`src/rtl/mrna_iso_pkg.sv`:
```
// Shared types and constants for the mRNA isolation valve sequencer:
// state encodings, valve vector bit positions and default phase durations.
package mrna_iso_pkg;

   typedef enum logic [3:0] {
      ST_IDLE       = 4'd0,
      ST_LOAD_CELLS = 4'd1,
      ST_LOAD_BEADS = 4'd2,
      ST_LYSIS      = 4'd3,
      ST_MIX        = 4'd4,
      ST_SEPARATE   = 4'd5,
      ST_WASH       = 4'd6,
      ST_COLLECT    = 4'd7,
      ST_DONE       = 4'd8
   } state_e;

   localparam int NUM_VALVES  = 13;
   localparam int V_COLLECT   = 0;
   localparam int V_LYSIS_IN  = 1;
   localparam int V_LYSIS_OUT = 2;
   localparam int V_PUSH      = 3;
   localparam int V_PUMP1     = 4;
   localparam int V_PUMP2     = 5;
   localparam int V_PUMP3     = 6;
   localparam int V_SEP       = 7;
   localparam int V_SIEVE     = 8;
   localparam int V_WASTE     = 9;
   localparam int V_BEADS     = 10;
   localparam int V_CELLS_IN  = 11;
   localparam int V_CELLS_OUT = 12;

   localparam logic VALVE_CLOSED = 1'b1;
   localparam logic VALVE_OPEN   = ~VALVE_CLOSED;

   localparam int DEF_T_LOAD     = 8;
   localparam int DEF_T_LYSIS    = 16;
   localparam int DEF_MIX_CYCLES = 4;
   localparam int DEF_PUMP_DIV   = 2;
   localparam int DEF_T_SEP      = 8;
   localparam int DEF_T_WASH     = 8;
   localparam int DEF_T_COLLECT  = 8;
   localparam int DEF_CNT_W      = 16;

   function automatic state_e succ_state(input state_e st);
      case (st)
         ST_LOAD_CELLS: return ST_LOAD_BEADS;
         ST_LOAD_BEADS: return ST_LYSIS;
         ST_LYSIS:      return ST_MIX;
         ST_MIX:        return ST_SEPARATE;
         ST_SEPARATE:   return ST_WASH;
         ST_WASH:       return ST_COLLECT;
         ST_COLLECT:    return ST_DONE;
         default:       return ST_IDLE;
      endcase
   endfunction

   // pumps is {pump1, pump2, pump3}; only honoured in MIX
   function automatic logic [NUM_VALVES-1:0] valve_pattern(input state_e st,
                                                           input logic [2:0] pumps);
      logic [NUM_VALVES-1:0] v;
      v = {NUM_VALVES{VALVE_CLOSED}};
      case (st)
         ST_LOAD_CELLS: begin
            v[V_CELLS_IN]  = VALVE_OPEN;
            v[V_CELLS_OUT] = VALVE_OPEN;
         end
         ST_LOAD_BEADS: begin
            v[V_BEADS]     = VALVE_OPEN;
            v[V_CELLS_OUT] = VALVE_OPEN;
         end
         ST_LYSIS: begin
            v[V_LYSIS_IN]  = VALVE_OPEN;
            v[V_LYSIS_OUT] = VALVE_OPEN;
         end
         ST_MIX: begin
            v[V_PUMP1] = pumps[2];
            v[V_PUMP2] = pumps[1];
            v[V_PUMP3] = pumps[0];
         end
         ST_SEPARATE: begin
            v[V_SEP]   = VALVE_OPEN;
            v[V_SIEVE] = VALVE_OPEN;
            v[V_WASTE] = VALVE_OPEN;
         end
         ST_WASH: begin
            v[V_PUSH]  = VALVE_OPEN;
            v[V_WASTE] = VALVE_OPEN;
         end
         ST_COLLECT: begin
            v[V_PUSH]    = VALVE_OPEN;
            v[V_COLLECT] = VALVE_OPEN;
         end
         default: ;
      endcase
      return v;
   endfunction

endpackage

```
`src/rtl/mrna_iso_pump_phaser.sv`:
```
// Three-phase peristaltic pattern generator. pump_pat is the pattern for the
// NEXT clock so the parent can register it alongside its next-state decode.
module mrna_iso_pump_phaser #(
   parameter int PUMP_DIV   = 2,
   parameter int MIX_CYCLES = 4
) (
   input  logic       clk,
   input  logic       rst_n,
   input  logic       enable,
   input  logic       clear,
   output logic [2:0] pump_pat,
   output logic       cycle_done
);

   localparam int DIV_W = (PUMP_DIV > 1) ? $clog2(PUMP_DIV) : 1;
   localparam int CYC_W = (MIX_CYCLES > 1) ? $clog2(MIX_CYCLES) : 1;
   localparam logic [DIV_W-1:0] DIV_LAST = DIV_W'(PUMP_DIV - 1);
   localparam logic [CYC_W-1:0] CYC_LAST = CYC_W'(MIX_CYCLES - 1);

   logic [DIV_W-1:0] div_q, div_n;
   logic [1:0]       step_q, step_n;
   logic [CYC_W-1:0] cyc_q, cyc_n;
   logic             last_div, last_step, last_cyc;

   always_comb begin
      div_n      = div_q;
      step_n     = step_q;
      cyc_n      = cyc_q;
      last_div   = (div_q == DIV_LAST);
      last_step  = (step_q == 2'd2);
      last_cyc   = (cyc_q == CYC_LAST);
      cycle_done = enable && last_div && last_step && last_cyc;
      if (clear) begin
         div_n  = '0;
         step_n = '0;
         cyc_n  = '0;
      end else if (enable) begin
         if (last_div) begin
            div_n = '0;
            if (last_step) begin
               step_n = '0;
               cyc_n  = last_cyc ? '0 : cyc_q + CYC_W'(1);
            end else begin
               step_n = step_q + 2'd1;
            end
         end else begin
            div_n = div_q + DIV_W'(1);
         end
      end
      case (step_n)
         2'd0:    pump_pat = 3'b011;
         2'd1:    pump_pat = 3'b101;
         default: pump_pat = 3'b110;
      endcase
   end

   always_ff @(posedge clk or negedge rst_n) begin
      if (!rst_n) begin
         div_q  <= '0;
         step_q <= '0;
         cyc_q  <= '0;
      end else begin
         div_q  <= div_n;
         step_q <= step_n;
         cyc_q  <= cyc_n;
      end
   end

endmodule

```
`src/rtl/mrna_iso_valve_seq.sv`:
```
// Isolation-run sequencer driving the 13 control-layer valves of the mRNA bank.
// Optional MRNA_SEQ_STEP_EN adds step/waiting for host-paced phase advance.
module mrna_iso_valve_seq
   import mrna_iso_pkg::*;
#(
   parameter int T_LOAD     = DEF_T_LOAD,
   parameter int T_LYSIS    = DEF_T_LYSIS,
   parameter int MIX_CYCLES = DEF_MIX_CYCLES,
   parameter int PUMP_DIV   = DEF_PUMP_DIV,
   parameter int T_SEP      = DEF_T_SEP,
   parameter int T_WASH     = DEF_T_WASH,
   parameter int T_COLLECT  = DEF_T_COLLECT,
   parameter int CNT_W      = DEF_CNT_W
) (
   input  logic       clk,
   input  logic       rst_n,
   input  logic       start,
   input  logic       abort,
`ifdef MRNA_SEQ_STEP_EN
   input  logic       step,
   output logic       waiting,
`endif
   output logic       busy,
   output logic       done,
   output logic [3:0] phase,
   output logic       collect_ctrl,
   output logic       lysis_in_ctrl,
   output logic       lysis_out_ctrl,
   output logic       push_ctrl,
   output logic       pump1,
   output logic       pump2,
   output logic       pump3,
   output logic       sep_ctrl,
   output logic       sieve_ctrl,
   output logic       waste_ctrl,
   output logic       beads_ctrl,
   output logic       cells_in_ctrl,
   output logic       cells_out_ctrl
);

   state_e                state_q, nxt;
   logic [CNT_W-1:0]      timer_q, timer_nxt;
   logic [NUM_VALVES-1:0] valve_q;
   logic                  expired;
   logic                  mix_en;
   logic                  mix_done;
   logic [2:0]            pump_pat;
   logic [2:0]            pumps_eff;
`ifdef MRNA_SEQ_STEP_EN
   logic                  hold_q, hold_nxt;
   assign mix_en    = (state_q == ST_MIX) && !hold_q;
   assign pumps_eff = hold_nxt ? 3'b111 : pump_pat;
   assign waiting   = hold_q;
`else
   assign mix_en    = (state_q == ST_MIX);
   assign pumps_eff = pump_pat;
`endif

   mrna_iso_pump_phaser #(
      .PUMP_DIV   (PUMP_DIV),
      .MIX_CYCLES (MIX_CYCLES)
   ) u_phaser (
      .clk        (clk),
      .rst_n      (rst_n),
      .enable     (mix_en),
      .clear      (state_q != ST_MIX),
      .pump_pat   (pump_pat),
      .cycle_done (mix_done)
   );

   // MIX length is owned by the phaser so the pump pattern always ends on a whole cycle
   always_comb begin
      case (state_q)
         ST_LOAD_CELLS,
         ST_LOAD_BEADS: expired = (timer_q == CNT_W'(T_LOAD - 1));
         ST_LYSIS:      expired = (timer_q == CNT_W'(T_LYSIS - 1));
         ST_MIX:        expired = mix_done;
         ST_SEPARATE:   expired = (timer_q == CNT_W'(T_SEP - 1));
         ST_WASH:       expired = (timer_q == CNT_W'(T_WASH - 1));
         ST_COLLECT:    expired = (timer_q == CNT_W'(T_COLLECT - 1));
         default:       expired = 1'b0;
      endcase
   end

   always_comb begin
      nxt       = state_q;
      timer_nxt = timer_q + CNT_W'(1);
`ifdef MRNA_SEQ_STEP_EN
      hold_nxt  = 1'b0;
`endif
      if (state_q == ST_IDLE) begin
         timer_nxt = '0;
         if (start && !abort) nxt = ST_LOAD_CELLS;
      end else if (abort) begin
         nxt       = ST_IDLE;
         timer_nxt = '0;
      end else if (state_q == ST_DONE) begin
         nxt       = ST_IDLE;
         timer_nxt = '0;
`ifdef MRNA_SEQ_STEP_EN
      end else if (hold_q) begin
         timer_nxt = timer_q;
         if (step) begin
            nxt       = succ_state(state_q);
            timer_nxt = '0;
         end else begin
            hold_nxt = 1'b1;
         end
      end else if (expired) begin
         hold_nxt  = 1'b1;
         timer_nxt = timer_q;
`else
      end else if (expired) begin
         nxt       = succ_state(state_q);
         timer_nxt = '0;
`endif
      end
   end

   always_ff @(posedge clk or negedge rst_n) begin
      if (!rst_n) begin
         state_q <= ST_IDLE;
         timer_q <= '0;
         valve_q <= {NUM_VALVES{VALVE_CLOSED}};
         busy    <= 1'b0;
         done    <= 1'b0;
`ifdef MRNA_SEQ_STEP_EN
         hold_q  <= 1'b0;
`endif
      end else begin
         state_q <= nxt;
         timer_q <= timer_nxt;
         valve_q <= valve_pattern(nxt, pumps_eff);
         busy    <= (nxt != ST_IDLE);
         done    <= (nxt == ST_DONE);
`ifdef MRNA_SEQ_STEP_EN
         hold_q  <= hold_nxt;
`endif
      end
   end

   assign phase          = state_q;
   assign collect_ctrl   = valve_q[V_COLLECT];
   assign lysis_in_ctrl  = valve_q[V_LYSIS_IN];
   assign lysis_out_ctrl = valve_q[V_LYSIS_OUT];
   assign push_ctrl      = valve_q[V_PUSH];
   assign pump1          = valve_q[V_PUMP1];
   assign pump2          = valve_q[V_PUMP2];
   assign pump3          = valve_q[V_PUMP3];
   assign sep_ctrl       = valve_q[V_SEP];
   assign sieve_ctrl     = valve_q[V_SIEVE];
   assign waste_ctrl     = valve_q[V_WASTE];
   assign beads_ctrl     = valve_q[V_BEADS];
   assign cells_in_ctrl  = valve_q[V_CELLS_IN];
   assign cells_out_ctrl = valve_q[V_CELLS_OUT];

endmodule

```
`config.mk`:
```
export PLATFORM = sky130hd
export DESIGN_NAME = mrna_iso_valve_seq
export DESIGN_NICKNAME = d
export VERILOG_FILES = /design/src/rtl/mrna_iso_pkg.sv /design/src/rtl/mrna_iso_pump_phaser.sv /design/src/rtl/mrna_iso_valve_seq.sv
export SDC_FILE = /design/constraint.sdc
export NUM_CORES = 1
export LEC_CHECK = 0
export CAP_MARGIN = 40
export CORE_MARGIN = 5
export CORE_UTILIZATION = 56
export CTS_CLUSTER_DIAMETER = 200
export DETAILED_ROUTE_END_ITERATION = 7
export GPL_TIMING_DRIVEN = 0
export PLACE_DENSITY = 0.87
export SETUP_SLACK_MARGIN = 0.1
export SLEW_MARGIN = 20
export SYNTH_ARGS = -nofsm -noshare
export SYNTH_HDL_FRONTEND = slang
export SYNTH_HIERARCHICAL = 1
export SYNTH_SLANG_ARGS = --single-unit
```
`constraint.sdc`:
```
create_clock -name clk -period 3.3 [get_ports clk]
set_input_delay 0.66 -clock clk [delete_from_list [all_inputs] [get_ports clk]]
set_output_delay 0.66 -clock clk [all_outputs]
set_load 0.02 [all_outputs]
```
# Word-level counts from Yosys, hierarchy flattened

Cells that the tools add are included.

Flip-flop bits (word level): 40
Output and inout port bits: 19
Logic and storage cells: 83

Add/sub/neg operators: 4
Eq/ne operators: 22
Multiplexer cells: 33
Reduce and logical (&&, ||, !) cells: 16

Operators with widths:

| kind                                                                    | number |
|---|---|
| 16-bit two-way mux                                                      | 4 |
| 4-bit by 3-bit equality test with 1-bit output (second input constant)  | 8 |
| 4-bit case mux with 7 select lines                                      | 1 |
| 2-bit two-way mux                                                       | 11 |
| 4-bit two-way mux                                                       | 5 |
| 16-bit by 1-bit adder with 16-bit output (second input constant)        | 1 |
| 16-bit by 3-bit equality test with 1-bit output (second input constant) | 1 |
| 16-bit by 4-bit equality test with 1-bit output (second input constant) | 1 |
| 4-bit by 2-bit equality test with 1-bit output (second input constant)  | 4 |
| 1-bit two-way mux                                                       | 9 |
| 4-bit by 1-bit equality test with 1-bit output (second input constant)  | 2 |
| 4-bit equality test (second input constant)                             | 2 |
| 3-bit case mux with 2 select lines                                      | 1 |
| 2-bit nonzero test                                                      | 3 |
| 2-bit OR reduction                                                      | 3 |
| 5-bit OR reduction                                                      | 1 |
| 2-bit by 1-bit adder with 2-bit output (second input constant)          | 2 |
| 2-bit equality test (second input constant)                             | 2 |
| 1-bit logical AND                                                       | 4 |
| 4-bit logical NOT                                                       | 1 |
| 4-bit by 3-bit != test with 1-bit output (second input constant)        | 1 |
| 4-bit nonzero test                                                      | 1 |
| 3-bit two-way mux                                                       | 1 |
| 1-bit case mux with 3 select lines                                      | 1 |
| other kinds (5)                                                         | 5 |

# Depth between registers and ports, before layout

Gate-level depths: netlist (run 1).

Depth in word-level cells: 12
Depth in mapped cells: 13
Mapped depth without buffers: 9

# Cells and area by module

The synthesis (run 1) kept the hierarchy.

By module, submodules not included:

| module               | instances | area an instance (um2) | cells each |
|---|---|---|---|
| mrna_iso_valve_seq   | 1         | 1,721.7                | 169 |
| mrna_iso_pump_phaser | 1         | 337.8                  | 30 |

# Least setup slack after synthesis (run 1)

Ideal clock, no wire load.

Path kind: reg2reg
From: register state_q[1], in the netlist phase[1]
To: register timer_q[0]
Buffers on the path: 4
Arrival time: 2,391 ps
Clock period less this slack: 2,468 ps
Setup time: 77 ps
Required time: 3,223 ps
Cell stages (with the launch flop): 14
Setup slack: 832 ps
Cells stage by stage: dfrtp_1 clkbuf_1 nor2_1 nand3_1 inv_1 buf_4 and4b_4 and2_2 nand2b_1 nand2_1 or3_1 clkbuf_1 clkbuf_1 a21oi_1

Word-level cells in the longest chain between the ends: 9
Elaborated cells on any way between the ends: 18

RTL lines:

| what                                           | RTL line                   | text |
|---|---|---|
| start, declared                                | mrna_iso_valve_seq.sv:41   | `state_e state_q, nxt;` |
| start signal, assigned                         | mrna_iso_valve_seq.sv:131  | `state_q <= nxt;` |
| 4-bit by 3-bit equality test with 1-bit output | mrna_iso_valve_seq.sv:55   | `assign mix_en = (state_q == ST_MIX);` |
| named net mix_en                               | mrna_iso_valve_seq.sv:45   | `logic mix_en;` |
| 1-bit logical AND (3 in series)                | mrna_iso_pump_phaser.sv:32 | `cycle_done = enable && last_div && last_step && last_cyc;` |
| named net mix_done                             | mrna_iso_valve_seq.sv:46   | `logic mix_done;` |
| 1-bit case mux with 3 select lines             | mrna_iso_valve_seq.sv:73   | `case (state_q)` |
| 16-bit two-way mux                             | mrna_iso_valve_seq.sv:113  | `end else if (expired) begin` |
| 16-bit two-way mux                             | mrna_iso_valve_seq.sv:97   | `end else if (state_q == ST_DONE) begin` |
| 16-bit two-way mux                             | mrna_iso_valve_seq.sv:94   | `end else if (abort) begin` |
| 16-bit two-way mux                             | mrna_iso_valve_seq.sv:91   | `if (state_q == ST_IDLE) begin` |
| named net timer_nxt[0]                         | mrna_iso_valve_seq.sv:42   | `logic [CNT_W-1:0] timer_q, timer_nxt;` |
| end signal, assigned                           | mrna_iso_valve_seq.sv:132  | `timer_q <= timer_nxt;` |
| end, declared                                  | mrna_iso_valve_seq.sv:42   |  |

The timed path passes the listed nets, and every way through them passes these cells.
A chain may end at the register's enable or synchronous reset.

# Worst setup path after layout (run 1)

From: register state_q[2], in the netlist phase[2]
To: register timer_q[2]

Same word-level chain as after synthesis.

==> reports/metrics.yaml, run 1 <==
worstPathMaxFanout: 10
ys_ff_latch: 38
clock.fmax_ghz: 0.349
antenna_left: 0
seqPwrFrac_pct: 53.5
drive_gt1_share_pct: 17.8
grt_pass1_wl_um: 7130
fin_skew_ns: 0.00519
async_reset_ff_share_pct: 100
path_cells: "clkbuf_1, nand3_1, inv_1, buf_4, and4b_4, and2_2, nand2b_1, nand2_1, or3_1, clkbuf_1, clkbuf_1, a21oi_1"
die_h_um: 70.6
fp.dieW_um: 70.6
synth_top_cell_area_share_pct: 32.8
setup_viol: 0
first_global_vias: 1576
coreArea_mm2: 0.00361
pwr-share-comb_pct: 11.1
max_stage_delay_ns: 0.44
via_per_inst: 5.93
p_int_w: 0.000687
place_ws_ns: 0.503
worst_slew_pin_slew_ns: 0.612
finalPower_w: 0.000904
fillers: 265
clk_latency_ns: 0.29
cts_root_buf: "clkbuf_8"
post-route-min-period_ns: 2.87
setup_tns_ns: 0
grt_max_degree: 21
place.gp.congestion: 0.914
track_usage_pct: 17.9
num_antenna_cells: 0
clk_pin_slew_ns: 0.07
path_buf_inv: 5
crit_path_end_kind: "flop"
fin_crit_sh_pct: 86.9
start_util_pct: 57.1
area_growth_pct: 19.1
cts_hold_buf: 0
slew_violations: 0
postCtsSetupBuffers: 0
tritoncts: "done"
cp_common_cell: "clkbuf_1"
num_vias: 1649
synth_compound_area_share_pct: 17.9
synth_mux_area_share_pct: 1.70
finalHoldViolCount: 0
netlist_area_mm2: 0.00206
required_ns: 3.45
synth_edf_count: 0
yosys.area_share.simple_pct: 22.0
clockBufferDepth: 2
fin_nets: 235
p_sw_w: 0.000217
synth_top_family_by_area: "simple AND/OR/NAND/NOR gates"
swShare_pct: 24.0
drt_iter0_drc: 160
seq_area_frac_synth_pct: 46.8
ys_warn_count: 6
synth_cell_types: 55
peakVddDrop_uv: 203
multi_input_area_um2: 995
power_density_mw_per_mm2: 368
worstSetupPathType: "flop to flop"
synth-main-ff-cell: "dfrtp_1"
port_buffers: 22
dr.pass1.iters: 4
place_hpwl_um: 2970
syn_nets: 205
status: "finished clean"
drc_errors: 0
synth.largest_area_cell: "dfrtp_1"
slowest_stage: "dfrtp_1"
hp-class: "primary input to asynchronous set/reset pin"
regArea_um2: 965
maxCapViolCount: 0
ys_top_cells_by_area: "dfrtp_1 (33%), dfstp_2 (14%), a21oi_1 (3.9%), xor2_1 (3.8%), o211ai_1 (2.6%)"
avgSynthCellArea_um2: 10.3
synth-adder-area-share_pct: 1.22
synthXorXnorAreaFrac_pct: 5.53
cts_sinks: 38
leakagePower_nw: 0.967
htreeDepth: 2
crit_arrival_ns: 3.01
clock_power_share_pct: 35.3
post_cts_resized: 0
dieArea_mm2: 0.00499
ios: 23
gr-total-overflow: 0
rsz0062_at_grt: "false"
cts_inserted_buffers: 5
relSlewSlack_pct: 59.0
cpLargestDelayFamily: "buffers and inverters"
antenna_found_initial: 0
rows: 22
wire_per_inst_um: 14.8
startpoint: "phase[2]"
synthCells: 199
r2r_start: "phase[2]"
finish.instance_area_mm2: 0.00245
dpl-instance-area_mm2: 0.00236
routed_wl_um: 4130
startpoint_type: "flop"
timing.final.ws_setup_ns: 0.432
## synthesized netlist by cell type, types with 3 or more instances
master and instances:
nor3_1 7, nand4_1 5, a21boi_0 3, clkbuf_1 7, o21ai_0 7, buf_4 3, nand2_1 7, nand3_1 6
xnor2_1 4, nand2b_1 4, inv_1 4, a21oi_1 16, dfstp_2 11, a211o_1 3, nor2b_1 3, and4_1 3
a22oi_1 4, nor2_1 9, a211oi_1 3, dfrtp_1 27, or3_1 5, o211ai_1 7, xor2_1 9, buf_2 4
## per-stage QoR
| step | std cells | utilization [%] | hold WS, ns |
|---|---|---|---|
| floorplan | 199 | - | 0.364 |
| global placement | 269 | 64.9 | 0.437 |
| detailed placement | 270 | 65.5 | 0.441 |
| CTS | 278 | 68.0 | 0.338 |
| global route | 278 | 68.0 | 0.366 |
| finish | 278 | 68.0 | 0.324 |
## logic make-up after synthesis
kind of cell / after synthesis
simple gates: 68
compound gates: 55
flops: 38
buf+inv: 20
xor+xnor: 13
mux: 3
fa+ha+maj: 2
## flip-flops by register name, indices dropped and copies added (netlist names)
| register | count |
|---|---|
| timer_q | 16 |
| valve_q | 11 |
| phase | 4 |
| u_phaser/cyc_q | 2 |
| u_phaser/step_q | 2 |
| busy | 1 |
| done | 1 |
| u_phaser/div_q | 1 |
## path summary, 6_finish.rpt
path | end | slack [ns] | cells after the start
max in group asynchronous | valve_q[3] | 2.44 | 2
worst min-delay path | timer_q[9] | 0.32 | 1
worst min register to register | timer_q[0] | 0.45 | 1
worst max-delay path | timer_q[2] | 0.43 | 12
worst max register to register | timer_q[2] | 0.43 | 12
min in group clk | timer_q[0] | 0.45 | 1
## power by group through the flow
stage | registers [W] | clock network, W | logic, W
6_report | 0.000484 | 0.000319 | 0.000101
5_1_grt | 0.000485 | 0.000347 | 0.000110
4_1_cts | 0.000484 | 0.000327 | 0.000101
3_5_place_dp | 0.000493 | 0 | 0.000100
3_3_place_gp | 0.000492 | 0 | 0.0000942
2_1_floorplan | 0.000504 | 0 | 0.0000427
## cells in the final DEF (no fill, tap or decap), types with 2 or more instances in the layout
cell and n:
dfrtp_1 27, clkdlybuf4s50_1 21, a21oi_1 16, dfstp_2 11, nor2_1 9, xor2_1 9
clkbuf_1 8, nand2_1 7, nor3_1 7, o211ai_1 7, o21ai_0 7, nand3_1 6
clkbuf_8 6, buf_2 5, or3_1 5, nand4_1 5, inv_1 4, nand2b_1 4
xnor2_1 4, a22oi_1 4, a211o_1 3, and4_1 3, a21boi_0 3, a211oi_1 3
nor2b_1 3, buf_4 3, nor4_4 2, nor4_1 2, o21ba_2 2, and2_1 2
and3_1 2, mux2i_1 2, ha_1 2
## per-layer routing
layer  part of all wire, %  track usage (%)  vias up
li1                      -                -      796
met1                    42             22.3      795
met2                    50             29.0       50
met3                   5.6             4.97        8
met4                   1.8             8.14        0
met5                     0                0        -
## final cells by class
class	count	share of cell area, %
buffer	16	3.47
clock buffer	7	3.52
clock inverter	1	0.204
inverter	4	0.612
multi-input combinational	141	40.5
sequential	38	39.3
tap	48	2.45
timing repair buffer	23	9.89
No activity file was read; power rests on OpenSTA's default activity.
==> run 2, diff against run 1 <==
- clock period: 3.3 -> 2.65 ns (I/O delays scaled with it)
==> reports/metrics.yaml, run 2 (same netlist as run 1, synthesis figures left out) <==
leakagePower_nw: 0.984
power_density_mw_per_mm2: 453
fp.dieW_um: 70.6
setup_viol: 0
drive_gt1_share_pct: 20.8
antenna_left: 0
place.gp.congestion: 0.914
via_per_inst: 5.89
rrSetupSlack_ns: 0.22
first_global_vias: 1572
finalHoldViolCount: 0
fin_skew_ns: 0.00567
reg2reg_depth: 12
worstPathMaxFanout: 10
port_buffers: 22
tritoncts: "done"
largest-register: "timer_q"
routed_wl_um: 4140
grt_max_degree: 21
coreArea_mm2: 0.00361
cts_inserted_buffers: 5
cts_root_buf: "clkbuf_8"
crit_arrival_ns: 2.64
clockBufferDepth: 2
crit_path_end_kind: "flop"
hp-class: "primary input to asynchronous set/reset pin"
place_hpwl_um: 2970
post-route-min-period_ns: 2.43
peakVddDrop_uv: 252
largest_reg_flops: 16
track_usage_pct: 18.0
required_ns: 2.86
num_antenna_cells: 0
fin_nets: 236
grt_pass1_wl_um: 7160
antenna_found_initial: 0
rsz0062_at_grt: "false"
layoutNonFillerInstCount: 279
status: "finished clean"
place_inst: 270
worst_slew_pin_slew_ns: 0.618
clk_pin_slew_ns: 0.07
num_vias: 1643
cts_sinks: 38
r2r_end: "timer_q[2]"
die_h_um: 70.6
drt_iter0_drc: 181
start_util_pct: 57.1
clock.fmax_ghz: 0.412
clk_latency_ns: 0.29
dieArea_mm2: 0.00499
maxCapViolCount: 0
htreeDepth: 2
rows: 22
final_common_cell: "dfrtp_1"
gr-total-overflow: 0
dr.pass1.iters: 4
relSlewSlack_pct: 58.7
wire_per_inst_um: 14.8
final_cell_mix: "dfrtp_1 (25), clkdlybuf4s50_1 (21), a21oi_1 (16)"
hold_ws_ns: 0.196
drc_errors: 0
fin_util_pct: 69.0
fin_crit_sh_pct: 91.7
ios: 23
r2r_start: "phase[2]"
area_growth_pct: 20.8
slew_violations: 0
worstSetupPathType: "flop to flop"
startpoint_type: "flop"
-- run 2: layout make-up --
cell class,instances,area [um^2]
inverters,4,15.0
clock buffers,7,86.3
clock inverters,1,5.00
fillers,256,1120
repair buffers,24,250
flip-flops and latches,38,967
plain buffers,16,110
multi-input cells,141,995
well taps,48,60.1
-- run 2: how the worst max path moves through the flow --
stage	end	from	cells past startpoint	slack, ns
after global placement	timer_q[3]	phase[2]	12	-0.1
after detailed placement	timer_q[2]	phase[2]	12	-0.15
final	timer_q[2]	phase[2]	12	0.22
after floorplan	timer_q[0]	phase[1]	13	0.18
after CTS	timer_q[2]	phase[3]	13	0.10
after global routing	timer_q[0]	phase[0]	13	0.12
-- run 2: stage by stage --
stage	setup TNS [ns]	setup slack, ns	area, um^2	total power [W]
2_1_floorplan	0	0.182	2060	0.000681
3_3_place_gp	-0.906	-0.0993	2340	0.000730
3_5_place_dp	-1.34	-0.147	2360	0.000739
4_1_cts	0	0.102	2460	0.00114
5_1_grt	0	0.117	2490	0.00118
6_report	0	0.221	2490	0.00113
-- run 2: repair_timing --
| action | in CTS | in global routing |
|---|---|---|
| gates resized for setup | 5 | 13 |
| setup endpoints to repair | 10 | 10 |
| pin swaps | 0 | 0 |
| hold buffers | 0 | 0 |
| setup buffers | 0 | 1 |
-- run 2: critical path, stage by stage, from the launching register on --
cell      delay, ns
dfrtp_2        0.45
clkbuf_4       0.20
nand3_1        0.11
inv_1          0.05
buf_4          0.16
and4b_4        0.20
and2_2         0.18
nand2b_1       0.09
nand2_1        0.07
or3_1          0.30
clkbuf_2       0.18
buf_4          0.20
a21oi_1        0.16
-- run 2: power by group --
| part | internal (W) | leakage, nW | switching (W) | total [W] |
|---|---|---|---|---|
| logic | 0.0000490 | 0.450 | 0.0000776 | 0.000127 |
| clock network | 0.000210 | 0.0482 | 0.000189 | 0.000398 |
| registers | 0.000598 | 0.486 | 0.00000489 | 0.000603 |
-- run 2: metal layers --
layer,GRT usage [%],up-vias,share of wire (%)
met5,0,-,0
li1,-,796,-
met4,8.14,0,1.8
met1,22.5,798,43
met2,29.0,41,49
met3,4.97,8,5.2
==> run 3, diff against run 2 <==
- SETUP_SLACK_MARGIN: 0.1 -> 0.05
==> reports/metrics.yaml, run 3 (same netlist as run 1, synthesis figures left out) <==
antenna_left: 0
coreArea_mm2: 0.00361
r2r_end: "timer_q[2]"
fin_nets: 234
largest-register: "timer_q"
post_cts_resized: 3
required_ns: 2.85
first_global_vias: 1576
clockBufferDepth: 2
timing.final.ws_setup_ns: 0.186
largest_reg_flops: 16
startpoint_type: "flop"
reg2reg_depth: 12
maxCapViolCount: 0
grt_pass1_wl_um: 7130
wire_per_inst_um: 14.9
track_usage_pct: 17.9
rrSetupSlack_ns: 0.19
die_h_um: 70.6
power_density_mw_per_mm2: 457
num_vias: 1643
status: "finished clean"
worstSetupPathType: "flop to flop"
final_cell_mix: "dfrtp_1 (27), clkdlybuf4s50_1 (21), a21oi_1 (16)"
clk_latency_ns: 0.29
cts_inserted_buffers: 5
crit_arrival_ns: 2.67
area_growth_pct: 19.5
crit_path_end_kind: "flop"
hold_ws_ns: 0.194
drt_iter0_drc: 174
clk_pin_slew_ns: 0.07
dr.pass1.iters: 4
htreeDepth: 2
cts_hold_buf: 0
routed_wl_um: 4140
antenna_found_initial: 0
ios: 23
fin_crit_sh_pct: 93.0
place_hpwl_um: 2970
fp.dieW_um: 70.6
post-route-min-period_ns: 2.46
r2r_start: "phase[1]"
finalHoldViolCount: 0
grt_max_degree: 21
slew_violations: 0
clock.fmax_ghz: 0.406
rows: 22
start_util_pct: 57.1
worst_slew_pin_slew_ns: 0.598
cts_sinks: 38
gr-total-overflow: 0
dieArea_mm2: 0.00499
drive_gt1_share_pct: 19.7
hp-class: "primary input to asynchronous set/reset pin"
peakVddDrop_uv: 254
via_per_inst: 5.93
final_common_cell: "dfrtp_1"
leakagePower_nw: 0.978
fin_skew_ns: 0.00451
drc_errors: 0
postCtsSetupBuffers: 0
setup_viol: 0
rsz0062_at_grt: "false"
place_ws_ns: -0.147
worstPathMaxFanout: 10
place.gp.congestion: 0.914
port_buffers: 22
num_antenna_cells: 0
cts_root_buf: "clkbuf_8"
tritoncts: "done"
relSlewSlack_pct: 60.0
## run 3: cell count changes in the layout (fill, tap and decap cells not counted)
cell / change
dfrtp_2: -2
clkbuf_2: +1
buf_2: +2
or3_1: -1
clkbuf_4: -1
buf_6: -2
buf_4: -2
dfrtp_1: +2
or3_4: +1
## run 3: worst max-delay path, stage by stage (launching register included)
cell and delay (ns):
dfrtp_1 0.41, buf_2 0.23, nor2_1 0.08, nand3_1 0.11
inv_1 0.05, buf_4 0.16, and4b_4 0.20, and2_2 0.18
nand2b_1 0.09, nand2_1 0.08, or3_4 0.39, clkbuf_2 0.22
a21oi_1 0.19
## run 3: where the power goes
group          internal, W  switching [W]  total, W
registers         0.000598     0.00000483  0.000603
clock network     0.000210       0.000187  0.000397
logic            0.0000476      0.0000778  0.000125
total             0.000855       0.000270   0.00112
## run 3: how the worst max path moves through the flow
| stage | from | endpoint | slack (ns) | cells after the start |
|---|---|---|---|---|
| finish | phase[1] | timer_q[2] | 0.19 | 12 |
| CTS | phase[1] | timer_q[2] | 0.07 | 13 |
| global placement | phase[2] | timer_q[3] | -0.1 | 12 |
| floorplan | phase[1] | timer_q[0] | 0.18 | 13 |
| detailed placement | phase[2] | timer_q[2] | -0.15 | 12 |
| global route | phase[1] | timer_q[0] | 0.06 | 12 |
## run 3: cell type report
cell class / count / area, um^2
timing repair buffer: 23 / 243
tap: 48 / 60.1
multi-input combinational: 141 / 1000
inverter: 4 / 15.0
fill: 259 / 1140
clock inverter: 1 / 5.00
clock buffer: 7 / 86.3
sequential: 38 / 965
buffer: 15 / 87.6
## run 3: layer usage
| layer | routed length (um) | global-route usage (%) |
|---|---|---|
| met5 | 0 | 0 |
| met4 | 79 | 8.14 |
| met2 | 2050 | 29.0 |
| met1 | 1800 | 22.3 |
| met3 | 212 | 4.97 |
## run 3: metrics by stage
stage               instances  area (um^2)  utilization, %  setup TNS (ns)  power, W
finish                    277         2460            68.3               0   0.00112
global route              277         2460            68.3               0   0.00117
CTS                       278         2460            68.1               0   0.00114
detailed placement        270         2360            65.5           -1.34  0.000739
global placement          269         2340            64.9          -0.906  0.000730
floorplan                 199         2060               -               0  0.000681
